**src/rtl/lc3_defs.sv**
```systemverilog
// Shared LC-3 definitions for the effective-address sequencer: opcodes,
// EAB select encodings, controller state encoding and the control-word layout.
package lc3_defs;

  localparam logic [3:0] OP_BR   = 4'h0;
  localparam logic [3:0] OP_ADD  = 4'h1;
  localparam logic [3:0] OP_LD   = 4'h2;
  localparam logic [3:0] OP_ST   = 4'h3;
  localparam logic [3:0] OP_JSR  = 4'h4;
  localparam logic [3:0] OP_AND  = 4'h5;
  localparam logic [3:0] OP_LDR  = 4'h6;
  localparam logic [3:0] OP_STR  = 4'h7;
  localparam logic [3:0] OP_RTI  = 4'h8;
  localparam logic [3:0] OP_NOT  = 4'h9;
  localparam logic [3:0] OP_LDI  = 4'hA;
  localparam logic [3:0] OP_STI  = 4'hB;
  localparam logic [3:0] OP_JMP  = 4'hC;
  localparam logic [3:0] OP_RES  = 4'hD;
  localparam logic [3:0] OP_LEA  = 4'hE;
  localparam logic [3:0] OP_TRAP = 4'hF;

  localparam logic       EAB1_PC    = 1'b0;
  localparam logic       EAB1_REG   = 1'b1;
  localparam logic [1:0] EAB2_ZERO  = 2'b00;
  localparam logic [1:0] EAB2_OFF6  = 2'b01;
  localparam logic [1:0] EAB2_OFF9  = 2'b10;
  localparam logic [1:0] EAB2_OFF11 = 2'b11;

  typedef enum logic [2:0] {
    ST_IDLE,
    ST_ADDR,
    ST_MEM1,
    ST_IND,
    ST_MEM2,
    ST_WB,
    ST_DONE
  } state_t;

  typedef struct packed {
    logic       sel_eab1;
    logic [1:0] sel_eab2;
    logic       ld_mar;
    logic       mar_src;
    logic       ld_pc;
    logic       ld_r7;
    logic       ld_reg;
    logic       mem_en;
    logic       mem_we;
    logic       busy;
    logic       done;
    logic       err;
  } ctrl_t;

  // {selEAB1, selEAB2} for an opcode; unsupported opcodes get all zeros.
  function automatic logic [2:0] eab_sel(input logic [3:0] op, input logic jsr_bit);
    case (op)
      OP_BR, OP_LD, OP_ST, OP_LDI, OP_STI, OP_LEA: eab_sel = {EAB1_PC, EAB2_OFF9};
      OP_LDR, OP_STR:                              eab_sel = {EAB1_REG, EAB2_OFF6};
      OP_JSR:  eab_sel = jsr_bit ? {EAB1_PC, EAB2_OFF11} : {EAB1_REG, EAB2_ZERO};
      OP_JMP:  eab_sel = {EAB1_REG, EAB2_ZERO};
      default: eab_sel = 3'b000;
    endcase
  endfunction

endpackage

```
**src/rtl/eab_seq_ctrl.sv**
```systemverilog
// Effective-address sequencer for LC-3 BR/JSR/JMP/LD/ST/LDR/STR/LDI/STI/LEA.
// Outputs are registered from the next state so they line up with the state cycle.
module eab_seq_ctrl
  import lc3_defs::*;
#(
  parameter int TIMEOUT = 255,
  parameter int CW      = 8
) (
  input  logic        clk,
  input  logic        rst_n,
  input  logic        start,
  input  logic [15:0] ir,
  input  logic [2:0]  nzp,
  input  logic        memReady,
  output logic        selEAB1,
  output logic [1:0]  selEAB2,
  output logic        ldMAR,
  output logic        selMARsrc,
  output logic        ldPC,
  output logic        ldR7,
  output logic        ldReg,
  output logic        memEn,
  output logic        memWE,
  output logic        busy,
  output logic        done,
  output logic        err
);

  state_t        r_state;
  logic [15:0]   r_irq;
  logic [CW-1:0] r_cnt;
  ctrl_t         r_ctrl;

  state_t        w_state_next;
  logic [15:0]   w_irq_next;
  logic [CW-1:0] w_cnt_next;
  logic [CW-1:0] w_cnt_inc;
  logic          w_abort;
  logic [3:0]    w_op;
  logic [3:0]    w_op_next;
  logic [2:0]    w_sel_next;
  ctrl_t         w_ctrl_next;

  assign w_op      = r_irq[15:12];
  assign w_cnt_inc = r_cnt + 1'b1;

  always_comb begin
    w_state_next = r_state;
    w_irq_next   = r_irq;
    w_cnt_next   = r_cnt;
    w_abort      = 1'b0;
    case (r_state)
      ST_IDLE: begin
        if (start) begin
          w_irq_next   = ir;
          w_state_next = ST_ADDR;
        end
      end
      ST_ADDR: begin
        case (w_op)
          OP_BR, OP_JMP, OP_JSR, OP_LEA: w_state_next = ST_DONE;
          OP_LD, OP_ST, OP_LDR, OP_STR, OP_LDI, OP_STI: begin
            w_state_next = ST_MEM1;
            w_cnt_next   = '0;
          end
          default: w_state_next = ST_IDLE;
        endcase
      end
      ST_MEM1, ST_MEM2: begin
        if (memReady) begin
          if (r_state == ST_MEM1 && (w_op == OP_LDI || w_op == OP_STI))
            w_state_next = ST_IND;
          else if (w_op == OP_LD || w_op == OP_LDR || w_op == OP_LDI)
            w_state_next = ST_WB;
          else
            w_state_next = ST_DONE;
        end else if (w_cnt_inc == CW'(TIMEOUT)) begin
          w_state_next = ST_IDLE;
          w_abort      = 1'b1;
        end else begin
          w_cnt_next = w_cnt_inc;
        end
      end
      ST_IND: begin
        w_state_next = ST_MEM2;
        w_cnt_next   = '0;
      end
      ST_WB:   w_state_next = ST_DONE;
      ST_DONE: w_state_next = ST_IDLE;
      default: w_state_next = ST_IDLE;
    endcase
  end

  // Decode of the upcoming state; BR's condition uses nzp at the edge entering ADDR.
  assign w_op_next  = w_irq_next[15:12];
  assign w_sel_next = eab_sel(w_op_next, w_irq_next[11]);

  always_comb begin
    w_ctrl_next = '0;
    if (w_state_next != ST_IDLE) begin
      w_ctrl_next.busy     = 1'b1;
      w_ctrl_next.sel_eab1 = w_sel_next[2];
      w_ctrl_next.sel_eab2 = w_sel_next[1:0];
    end
    case (w_state_next)
      ST_ADDR: begin
        case (w_op_next)
          OP_BR:  w_ctrl_next.ld_pc = |(w_irq_next[11:9] & nzp);
          OP_JMP: w_ctrl_next.ld_pc = 1'b1;
          OP_JSR: begin
            w_ctrl_next.ld_pc = 1'b1;
            w_ctrl_next.ld_r7 = 1'b1;
          end
          OP_LEA: w_ctrl_next.ld_reg = 1'b1;
          OP_LD, OP_ST, OP_LDR, OP_STR, OP_LDI, OP_STI: w_ctrl_next.ld_mar = 1'b1;
          default: w_ctrl_next.err = 1'b1;
        endcase
      end
      ST_MEM1: begin
        w_ctrl_next.mem_en = 1'b1;
        w_ctrl_next.mem_we = (w_op_next == OP_ST) || (w_op_next == OP_STR);
      end
      ST_IND: begin
        w_ctrl_next.ld_mar  = 1'b1;
        w_ctrl_next.mar_src = 1'b1;
      end
      ST_MEM2: begin
        w_ctrl_next.mem_en = 1'b1;
        w_ctrl_next.mem_we = (w_op_next == OP_STI);
      end
      ST_WB:   w_ctrl_next.ld_reg = 1'b1;
      ST_DONE: w_ctrl_next.done   = 1'b1;
      default: w_ctrl_next.err    = w_abort;
    endcase
  end

  always_ff @(posedge clk or negedge rst_n) begin
    if (!rst_n) begin
      r_state <= ST_IDLE;
      r_irq   <= '0;
      r_cnt   <= '0;
      r_ctrl  <= '0;
    end else begin
      r_state <= w_state_next;
      r_irq   <= w_irq_next;
      r_cnt   <= w_cnt_next;
      r_ctrl  <= w_ctrl_next;
    end
  end

  assign selEAB1   = r_ctrl.sel_eab1;
  assign selEAB2   = r_ctrl.sel_eab2;
  assign ldMAR     = r_ctrl.ld_mar;
  assign selMARsrc = r_ctrl.mar_src;
  assign ldPC      = r_ctrl.ld_pc;
  assign ldR7      = r_ctrl.ld_r7;
  assign ldReg     = r_ctrl.ld_reg;
  assign memEn     = r_ctrl.mem_en;
  assign memWE     = r_ctrl.mem_we;
  assign busy      = r_ctrl.busy;
  assign done      = r_ctrl.done;
  assign err       = r_ctrl.err;

endmodule
```
**config.mk**
```make
export PLATFORM = sky130hd
export DESIGN_NAME = eab_seq_ctrl
export DESIGN_NICKNAME = d
export VERILOG_FILES = /design/src/rtl/lc3_defs.sv /design/src/rtl/eab_seq_ctrl.sv
export SDC_FILE = /design/constraint.sdc
export NUM_CORES = 1
export LEC_CHECK = 0
export CAP_MARGIN = 0
export CELL_PAD_IN_SITES_DETAIL_PLACEMENT = 0
export CELL_PAD_IN_SITES_GLOBAL_PLACEMENT = 1
export CORE_MARGIN = 2
export CORE_UTILIZATION = 40
export CTS_CLUSTER_DIAMETER = 100
export DETAILED_ROUTE_END_ITERATION = 12
export GPL_ROUTABILITY_DRIVEN = 0
export HOLD_SLACK_MARGIN = 0.12
export PLACE_DENSITY_LB_ADDON = 0.12
export SLEW_MARGIN = 20
export SYNTH_ARGS = -nofsm -noshare
export SYNTH_HDL_FRONTEND = slang
export SYNTH_SLANG_ARGS = --single-unit
```
**constraint.sdc**
```tcl
create_clock -name clk -period 4.1 [get_ports clk]
set_clock_uncertainty 0.1 [all_clocks]
set_input_delay 0.615 -clock clk [delete_from_list [all_inputs] [get_ports clk]]
set_output_delay 0.615 -clock clk [all_outputs]
set_load 0.03 [all_outputs]
```
* After elaboration in Yosys (flattened, before gate mapping)
Index checks and enable logic that the tools add are counted.
Storage, ports and cells: register bits after elaboration 40, input port bits 23, output and inout port bits 13, word-level logic and storage cells 105
Operators by class: $add $sub $neg 1, equal/unequal tests 33, muxes and demuxes 32, bitwise gates (word level) 1, reductions and logical operators 22
Operators by type and width (number):
- $eq A4 B4 Y1 const B | 8
- $mux W16 | 2
- $eq A4 B3 Y1 const B | 6
- $mux W8 | 3
- $pmux W8 S3 | 1
- $mux W3 | 6
- $reduce_or A6 Y1 | 3
- $eq A4 B2 Y1 const B | 4
- $eq A3 B3 Y1 const B | 5
- $pmux W3 S5 | 1
- $eq A3 B2 Y1 const B | 4
- $pmux W3 S4 | 1
- $mux W1 | 10
- $reduce_or A10 Y1 | 1
- $add A8 B1 Y8 const B | 1
- $eq A8 B8 Y1 const B | 1
- $logic_not A4 Y1 | 2
- $pmux W1 S2 | 4
- $eq A3 B1 Y1 const B | 2
- $ne A2 B2 Y1 const B | 3
- $pmux W3 S2 | 1
- $reduce_bool A3 Y1 | 2
- $reduce_or A2 Y1 | 3
- $reduce_or A5 Y1 | 1
- 10 further kinds | 14

* Logic depth before layout (Yosys ltp)
Gate-level depths: netlist (run 1).
depth after elaboration 10, mapped depth 9, gate-level depth less buffers 7

* Least setup slack after synthesis (run 1)
OpenSTA, ideal clock, no wires.
path kind register to register, start point reg r_cnt[0], end point reg r_cnt[4], setup time 0.124 ns, data arrival time 2.092 ns, required time 3.876 ns, setup slack 1.785 ns, stages on the path, launching flop included 9, buffers on the path 1, period minus slack after synthesis 2.315 ns, cell sequence dfrtp_1 > ha_1 > nand2b_1 > o21bai_2 > a211oi_4 > o41ai_1 > a211o_1 > buf_6 > a211o_1
On the way: word-level cells in the longest chain between the ends 4, elaborated cells on any way between the ends 7, classes of those cells add/sub (1); eq/ne (2); mux (3); reduce/logical (1)
Ends and longest elaborated chain:
- from (decl) | line eab_seq_ctrl.sv:31 | logic [CW-1:0] r_cnt;
- from (signal assigned) | line eab_seq_ctrl.sv:146 | r_cnt <= w_cnt_next;
- $add A8 B1 Y8 * | line eab_seq_ctrl.sv:45 | assign w_cnt_inc = r_cnt + 1'b1;
- $eq A8 B8 Y1 or $mux W8 (tied branches) | line eab_seq_ctrl.sv:77 | end else if (w_cnt_inc == CW'(TIMEOUT)) begin
- $ne A2 B2 Y1 (no line) or $mux W8 (tied branches)
- $reduce_and A4 Y1 (no line) or $pmux W8 S3 (tied branches)
Every way passes the cells marked *; elsewhere a longest branch is shown, timed or not. The select of a mux whose other input is x is not followed. A chain may end at the register's enable or synchronous reset.

==> impl_summary.txt, run 1 <==
----------------------------------------------------
[Route]
  Routed Wire Length ... 3870 µm
  Antenna Nets Post-Route ... 0
  Detailed Route Iter0 Violations ... 79
  Number of optimization iterations in the first detailed-route pass ... 4
  Detail-routed net length per standard cell ... 15.7 µm
  Via-per-instance ratio ... 5.59
  Via count of the routed design ... 1,375
  DRC errors left ... 0

[Hold path]
  Hold depth ... 2
  Hold Path Origin ... r_irq[9]$_DFF_PN0_
  Worst min-delay path class ... reg -> reg
  WHS Endpoint ... r_irq[9]$_DFF_PN0_

[Clock network]
  H-tree lvl count ... 2
  Master cell of the clock root buffer ... clkbuf_8
  CTS Hold Buffers Added ... 0
  Number of buffers added by the clock tree synthesis step ... 5
  Clock-pin slew of the registers on the worst-case setup and hold paths ... ~0.06 ns
  Buffer count from post-CTS setup fixing ... 0
  Clock net sink count ... 31
  TritonCTS clock tree ... yes
  Clock latency at the later pin of the worst-skew pair ... between 0.2 and 0.3 ns
  Maximum count of clock buffers along a single path ... 2
  Number of gates resized after CTS ... 0

[Floorplanning]
  Horizontal die dimension ... slightly below 70 µm
  Initial cell density of the core ... 42.3%
  Number of rows created at floorplan ... 23
  Total Die Area ... slightly below 5000 µm²
  Height of the die ... 69.5 µm
  # IOs ... 36
  Core area ... 4060 µm²

[Worst setup path]
  Reg2reg end ... r_cnt[7]$_DFFE_PN0P_
  Sort of element at the end of the critical path ... register
  Reg2reg start ... r_cnt[0]$_DFFE_PN0P_
  Crit path required time ... roughly 4.2 ns
  Register-to-register setup slack ... 1.56 ns
  Nature of the critical path startpoint ... input port
  Type of the worst setup path ... in -> reg
  Arrival time at the worst endpoint ... ~2.8 ns
  Critical path peak fanout ... 11
  Worst-case reg-to-reg path depth ... 7

[Placement]
  Number of buffers added on ports ... 26
  Placed wire-length estimate after detailed placement ... about 2800 µm
  Worst slack at placement ... 1.15 ns
  Cell count after placement ... approximately 240
  Post-DP Area ... 2020 µm²

[Timing]
  Number of hold violations in the final report ... 0
  Hold slack final ... 0.381 ns
  FMAX ... 0.371 GHz
  Period Utilization, post-route ... roughly 66%
  Headroom to the max-slew limit ... between 60 and 70%
  Min cycle time layout ... ~2.7 ns
  Final-report setup violation count ... 0
  Measured slew at the worst slew-check pin ... 0.536 ns
  Smallest setup slack after layout ... ~1.4 ns
  Fin Setup TNS ... 0 ns
  Final max-slew violation count ... 0
  RSZ-0062 raised after global routing ... false

[Synth]
  Avg Inst Size Synth ... 10.5 µm²
  Cell types with the highest counts after synthesis ... dfrtp_1 (31), nand2_1 (15), inv_1 (10), nor2_1 (10)
  Number of synthesized flops with an enable pin ... 0
  Cell Area, Synth ... 1720 µm²
  Main synth FF type ... dfrtp_1
  Number of warnings issued by yosys ... 0
  Fraction of post-synthesis cell area in the top cell type by area ... 45.2%
  Top cell type by total area after synthesis ... dfrtp_1
  Number of different library cells in the post-synthesis netlist ... ~60
  Async set or reset register ratio after synthesis ... 100%
  Synthesized net count ... roughly 190
  Post-Syn Instances ... between 150 and 200
  Proportion of synthesized chip area in sequential cells ... between 40% and 50%
  Dominant cells by area after synthesis ... dfrtp_1 (45%), nand2_1 (3.3%), a211o_1 (2.6%), inv_1 (2.2%), nor2_1 (2.2%)
  Most frequent cell after synthesis ... dfrtp_1
  Post-synthesis sequential element count ... 31

[Global routing]
  Antenna violations before repair ... 0
  Total congestion overflow ... 0
  Maximum number of pins on one net before global-route repair ... 32
  GRT Total Usage ... between 10% and 20%
  Global-route wire length before repair ... about 6800 µm
  Vias in the first global route ... about 1,400

[Layout]
  Count of non-filler cells in the finished layout ... between 200 and 250
  Final core utilization ... between 50% and 60%
  Number of fill cells ... approximately 360
  Final Instance Area ... 2100 µm²
  Fraction of layout instances using a drive strength above 1 ... between 10% and 20%
  P&R area growth vs syn ... 22.4%
  Final Net Count ... 220
  Antenna Cells ... 0

[Power and ir drop]
  Areal power density over the cells ... between 700 and 800 nW/µm²
  Static Leak ... 0.940 nW
  Overall Power ... 1.50 mW
  Peak supply drop ... between 300 and 400 µV

[Outcome]
  Outcome ... complete, no violations

[Job]
  Max capacitance violation total ... 0

----------------------------------------------------
==> cells in the final DEF (no fill, tap or decap), types with 3 or more instances in the layout <==
master and count:
dfrtp_1 31, clkdlybuf4s50_1 26, nand2_1 15, inv_1 10, nor2_1 10, a21oi_1 5, nand2b_1 5, a211o_1 5
nand3_1 5, clkbuf_8 5, nor3_1 4, o21ai_0 4, mux2i_1 3, nand3b_1 3, nor3b_1 3, a211oi_1 3
and2_1 3, a21o_1 3
==> layer usage <==
metal / part of all wire, % / track usage (%) / vias to the layer above
met5: 0 / 0 / -
met4: 1.8 / 7.19 / 0
met3: 4.8 / 3.78 / 6
met2: 46 / 26.6 / 45
met1: 48 / 24.4 / 653
li1: - / - / 671
==> worst max-delay path, stage by stage <==
cell             delay, ns
clkdlybuf4s50_1       0.48
nor4b_2               0.22
buf_4                 0.24
mux2i_1               0.51
inv_1                 0.19
o21ai_0               0.20
a21oi_1               0.08
and3_2                0.22
==> cell type report <==
| type | count | area [µm²] | share of cell area (%) |
|---|---|---|---|
| multi-input combinational | 119 | 868 | 41.3 |
| inverter | 10 | 37.5 | 1.79 |
| clock buffer | 7 | 76.3 | 3.63 |
| sequential | 31 | 776 | 36.9 |
| timing repair buffer | 28 | 275 | 13.1 |
| tap | 50 | 62.6 | 2.98 |
| clock inverter | 1 | 5.00 | 0.238 |
==> kinds of logic after synthesis <==
group           Yosys count  share of synthesized area [%]
fa+ha+maj                 2                           1.46
mux                       3                           1.75
xor+xnor                  3                           1.53
flops                    31                           45.2
compound gates           43                           21.6
buf+inv                  14                           4.23
simple gates             68                           24.3
==> sequential cells by signal, summed over array words and instances (netlist names), 2 cells and up <==
register  flops
r_cnt         8
r_irq         7
selEAB2       2
r_state       3
==> how the worst max path moves through the flow <==
stage / to / startpoint / slack (ns) / cells after the start
6_report: selEAB1$_DFF_PN0_ / start / 1.41 / 8
5_1_grt: selEAB2[1]$_DFF_PN0_ / start / 1.21 / 9
4_1_cts: selEAB1$_DFF_PN0_ / start / 1.42 / 8
3_5_place_dp: selEAB1$_DFF_PN0_ / start / 1.15 / 8
3_3_place_gp: selEAB1$_DFF_PN0_ / start / 1.13 / 8
2_1_floorplan: r_cnt[4]$_DFFE_PN0P_ / r_cnt[0]$_DFFE_PN0P_ / 1.78 / 8
==> report_power, final <==
group	internal, mW	switching, mW
registers	0.408	0.104
clock network	0.119	0.105
logic	0.311	0.456
No activity file was read; power rests on OpenSTA's default activity.
==> inputs of run 2 (changes only) <==
--- a/config.mk
+++ b/config.mk
@@ -9,7 +9,7 @@
 export CELL_PAD_IN_SITES_DETAIL_PLACEMENT = 0
 export CELL_PAD_IN_SITES_GLOBAL_PLACEMENT = 1
 export CORE_MARGIN = 2
-export CORE_UTILIZATION = 40
+export CORE_UTILIZATION = 35
 export CTS_CLUSTER_DIAMETER = 100
 export DETAILED_ROUTE_END_ITERATION = 12
 export GPL_ROUTABILITY_DRIVEN = 0
==> constraint.sdc (replaced) <==
create_clock -name clk -period 2.19 [get_ports clk]
set_clock_uncertainty 0.1 [all_clocks]
set_input_delay 0.3285 -clock clk [delete_from_list [all_inputs] [get_ports clk]]
set_output_delay 0.3285 -clock clk [all_outputs]
set_load 0.03 [all_outputs]
==> impl_summary.txt, run 2 (synthesis gave the netlist of run 1 again) <==
----------------------------------------------------
[Worst setup path]
  Critical path peak fanout ... 4 (was 11)
  Crit path largest cell delay ... 0.42 ns (was 0.51 ns)
  Sort of element at the end of the critical path ... register (unchanged)
  Register-to-register setup slack ... -0.08 ns (was 1.56 ns)
  Cell-by-cell listing of the critical path ... ha_4, nand2b_4, o21bai_4, a211oi_4, buf_6, o21ai_4, or4_4, a211oi_2 (was clkdlybuf4s50_1, nor4b_2, buf_4, mux2i_1, inv_1, o21ai_0, a21oi_1, and3_2)
  Buffer and inverter count on the worst path ... 1 (was 3)
  Cell type of the slowest stage on the worst timing path ... dfrtp_1 (was mux2i_1)
  Nature of the critical path startpoint ... register (was input port)
  Type of the worst setup path ... reg -> reg (was in -> reg)
  Cell type group with the largest total delay on the critical path ... compound AO/OA/AOI/OAI gates (was buffers and inverters)
  Arrival time at the worst endpoint ... 2.36 ns (was 2.76 ns)
  Crit path required time ... 2.28 ns (was 4.17 ns)

[Global routing]
  Total congestion overflow ... 0 (unchanged)
  Antenna violations before repair ... 0 (unchanged)
  Global-route wire length before repair ... 7220 µm (was 6760 µm)
  Maximum number of pins on one net before global-route repair ... 32 (unchanged)
  Vias in the first global route ... 1,506 (was 1,357)
  GRT Total Usage ... 17.6% (was 17.5%)

[Placement]
  Worst slack at placement ... -0.303 ns (was 1.15 ns)
  Number of buffers added on ports ... 26 (unchanged)
  Post-DP Area ... 2390 µm² (was 2020 µm²)
  Placed wire-length estimate after detailed placement ... 3190 µm (was 2810 µm)

[Clock network]
  Maximum count of clock buffers along a single path ... 2 (unchanged)
  H-tree lvl count ... 2 (unchanged)
  Master cell of the clock root buffer ... clkbuf_8 (unchanged)
  Clock latency at the later pin of the worst-skew pair ... 0.28 ns (was 0.27 ns)
  CTS Hold Buffers Added ... 0 (unchanged)
  TritonCTS clock tree ... yes (unchanged)
  Number of buffers added by the clock tree synthesis step ... 5 (unchanged)
  Clock-pin slew of the registers on the worst-case setup and hold paths ... 0.06 ns (about the same)
  Clock net sink count ... 31 (unchanged)

[Layout]
  Final Instance Area ... 2610 µm² (was 2100 µm²)
  Number of flip-flops in the largest register ... 8 (unchanged)
  P&R area growth vs syn ... 51.9% (was 22.4%)
  Most common library cell in the layout ignoring fill and taps ... buf_4 (was dfrtp_1)
  Register bank with the most flops ... r_cnt (unchanged)
  Registers with the most flip-flops ... r_cnt (8), r_irq (7), r_state (3) (unchanged)
  Fraction of layout instances using a drive strength above 1 ... 38.2% (was 13.8%)
  Final Net Count ... 267 (was 220)
  Highest-count cells in the layout ignoring fill and taps ... buf_4 (46), dfrtp_1 (29), clkdlybuf4s50_1 (26) (was dfrtp_1 (31), clkdlybuf4s50_1 (26), nand2_1 (15))
  Antenna Cells ... 0 (unchanged)

[Route]
  Detailed Route Iter0 Violations ... 93 (was 79)
  Number of optimization iterations in the first detailed-route pass ... 4 (unchanged)
  Detail-routed net length per standard cell ... 14.3 µm (was 15.7 µm)
  Via-per-instance ratio ... 4.95 (was 5.59)
  Via count of the routed design ... 1,526 (was 1,375)
  DRC errors left ... 0 (unchanged)
  Routed Wire Length ... 4410 µm (was 3870 µm)
  Antenna Nets Post-Route ... 0 (unchanged)

[Timing]
  Number of hold violations in the final report ... 0 (unchanged)
  Fin Setup TNS ... -0.283 ns (was 0 ns)
  RSZ-0062 raised after global routing ... true (was false)
  Final max-slew violation count ... 0 (unchanged)
  Headroom to the max-slew limit ... 72.7% (was 63.2%)
  Measured slew at the worst slew-check pin ... 0.409 ns (was 0.536 ns)
  Period Utilization, post-route ... 104%
  FMAX ... between 0.4 and 0.5 GHz
  Final-report setup violation count ... 5 (was 0)
  Smallest setup slack after layout ... -0.0807 ns (was 1.41 ns)
  Min cycle time layout ... 2.27 ns

[Floorplanning]
  Horizontal die dimension ... 74.0 µm (was 69.5 µm)
  Total Die Area ... 5480 µm² (was 4830 µm²)
  Height of the die ... 74.0 µm (was 69.5 µm)
  Number of rows created at floorplan ... 25 (was 23)
  Core area ... 4720 µm² (was 4060 µm²)
  # IOs ... 36 (unchanged)
  Initial cell density of the core ... 36.3% (was 42.3%)

[Job]
  Max capacitance violation total ... 0 (unchanged)

[Power and ir drop]
  Peak supply drop ... 620 µV (was 302 µV)
  Areal power density over the cells ... 1380 nW/µm² (was 715 nW/µm²)
  Overall Power ... 3.61 mW (was 1.50 mW)
  Static Leak ... 1.18 nW (was 0.940 nW)

[Outcome]
  Violated checks ... setup timing
  Outcome ... complete, but fails checks (was complete, no violations)

[Hold path]
  Worst min-delay path class ... in -> async (was reg -> reg)

----------------------------------------------------
run 2: cell count changes in the layout (fill, tap and decap cells not counted), moves of 2 or more:
cell     delta
dfrtp_1     -2
dfrtp_2     +2
buf_6       +3
ha_4        +2
ha_1        -2
buf_4      +44
mux2i_1     -2
run 2: metal layers:
metal  wire, µm  vias up  track usage (%)
li1           -      758                -
met1       2120      742             24.7
met2       2110       22             27.1
met3        138        4             4.07
met4         37        0             5.45
met5          0        -                0
run 2: path summary, 6_finish.rpt:
path	endpoint	depth (start not counted)	start
max	memWE$_DFF_PN0_	8	r_cnt[0]$_DFFE_PN0P_
min	memEn$_DFF_PN0_	2	rst_n
max reg2reg	memWE$_DFF_PN0_	8	r_cnt[0]$_DFFE_PN0P_
min reg2reg	r_irq[10]$_DFF_PN0_	2	r_irq[10]$_DFF_PN0_
max in group asynchronous	r_state[0]$_DFF_PN0_	2	rst_n
min in group clk	r_irq[10]$_DFF_PN0_	2	r_irq[10]$_DFF_PN0_
run 2: layout make-up:
class / count / area (µm²)
inverters: 10 / 37.5
flip-flops and latches: 31 / 778
multi-input cells: 119 / 996
fillers: 413 / 2120
well taps: 67 / 83.8
clock buffers: 6 / 72.6
repair buffers: 75 / 639
run 2: report_power, final:
part           switching (mW)  total [mW]  internal [mW]
combinational            1.08        2.25           1.16
clock                   0.196       0.408          0.211
sequential              0.186       0.955          0.769
run 2: what timing repair did:
item                                    4_1_cts  5_1_grt
pin swaps                                     7        3
buffers inserted                              4        0
gates resized for setup                       9       15
endpoints found under the setup margin       10       17
run 2: metrics by stage:
step	std cells	hold WS (ns)	utilization (%)
global placement	298	0.364	50.6
floorplan	164	-0.0671	-
CTS	308	0.365	53.5
detailed placement	298	0.369	50.6
global route	308	0.386	55.2
finish	308	0.359	55.2
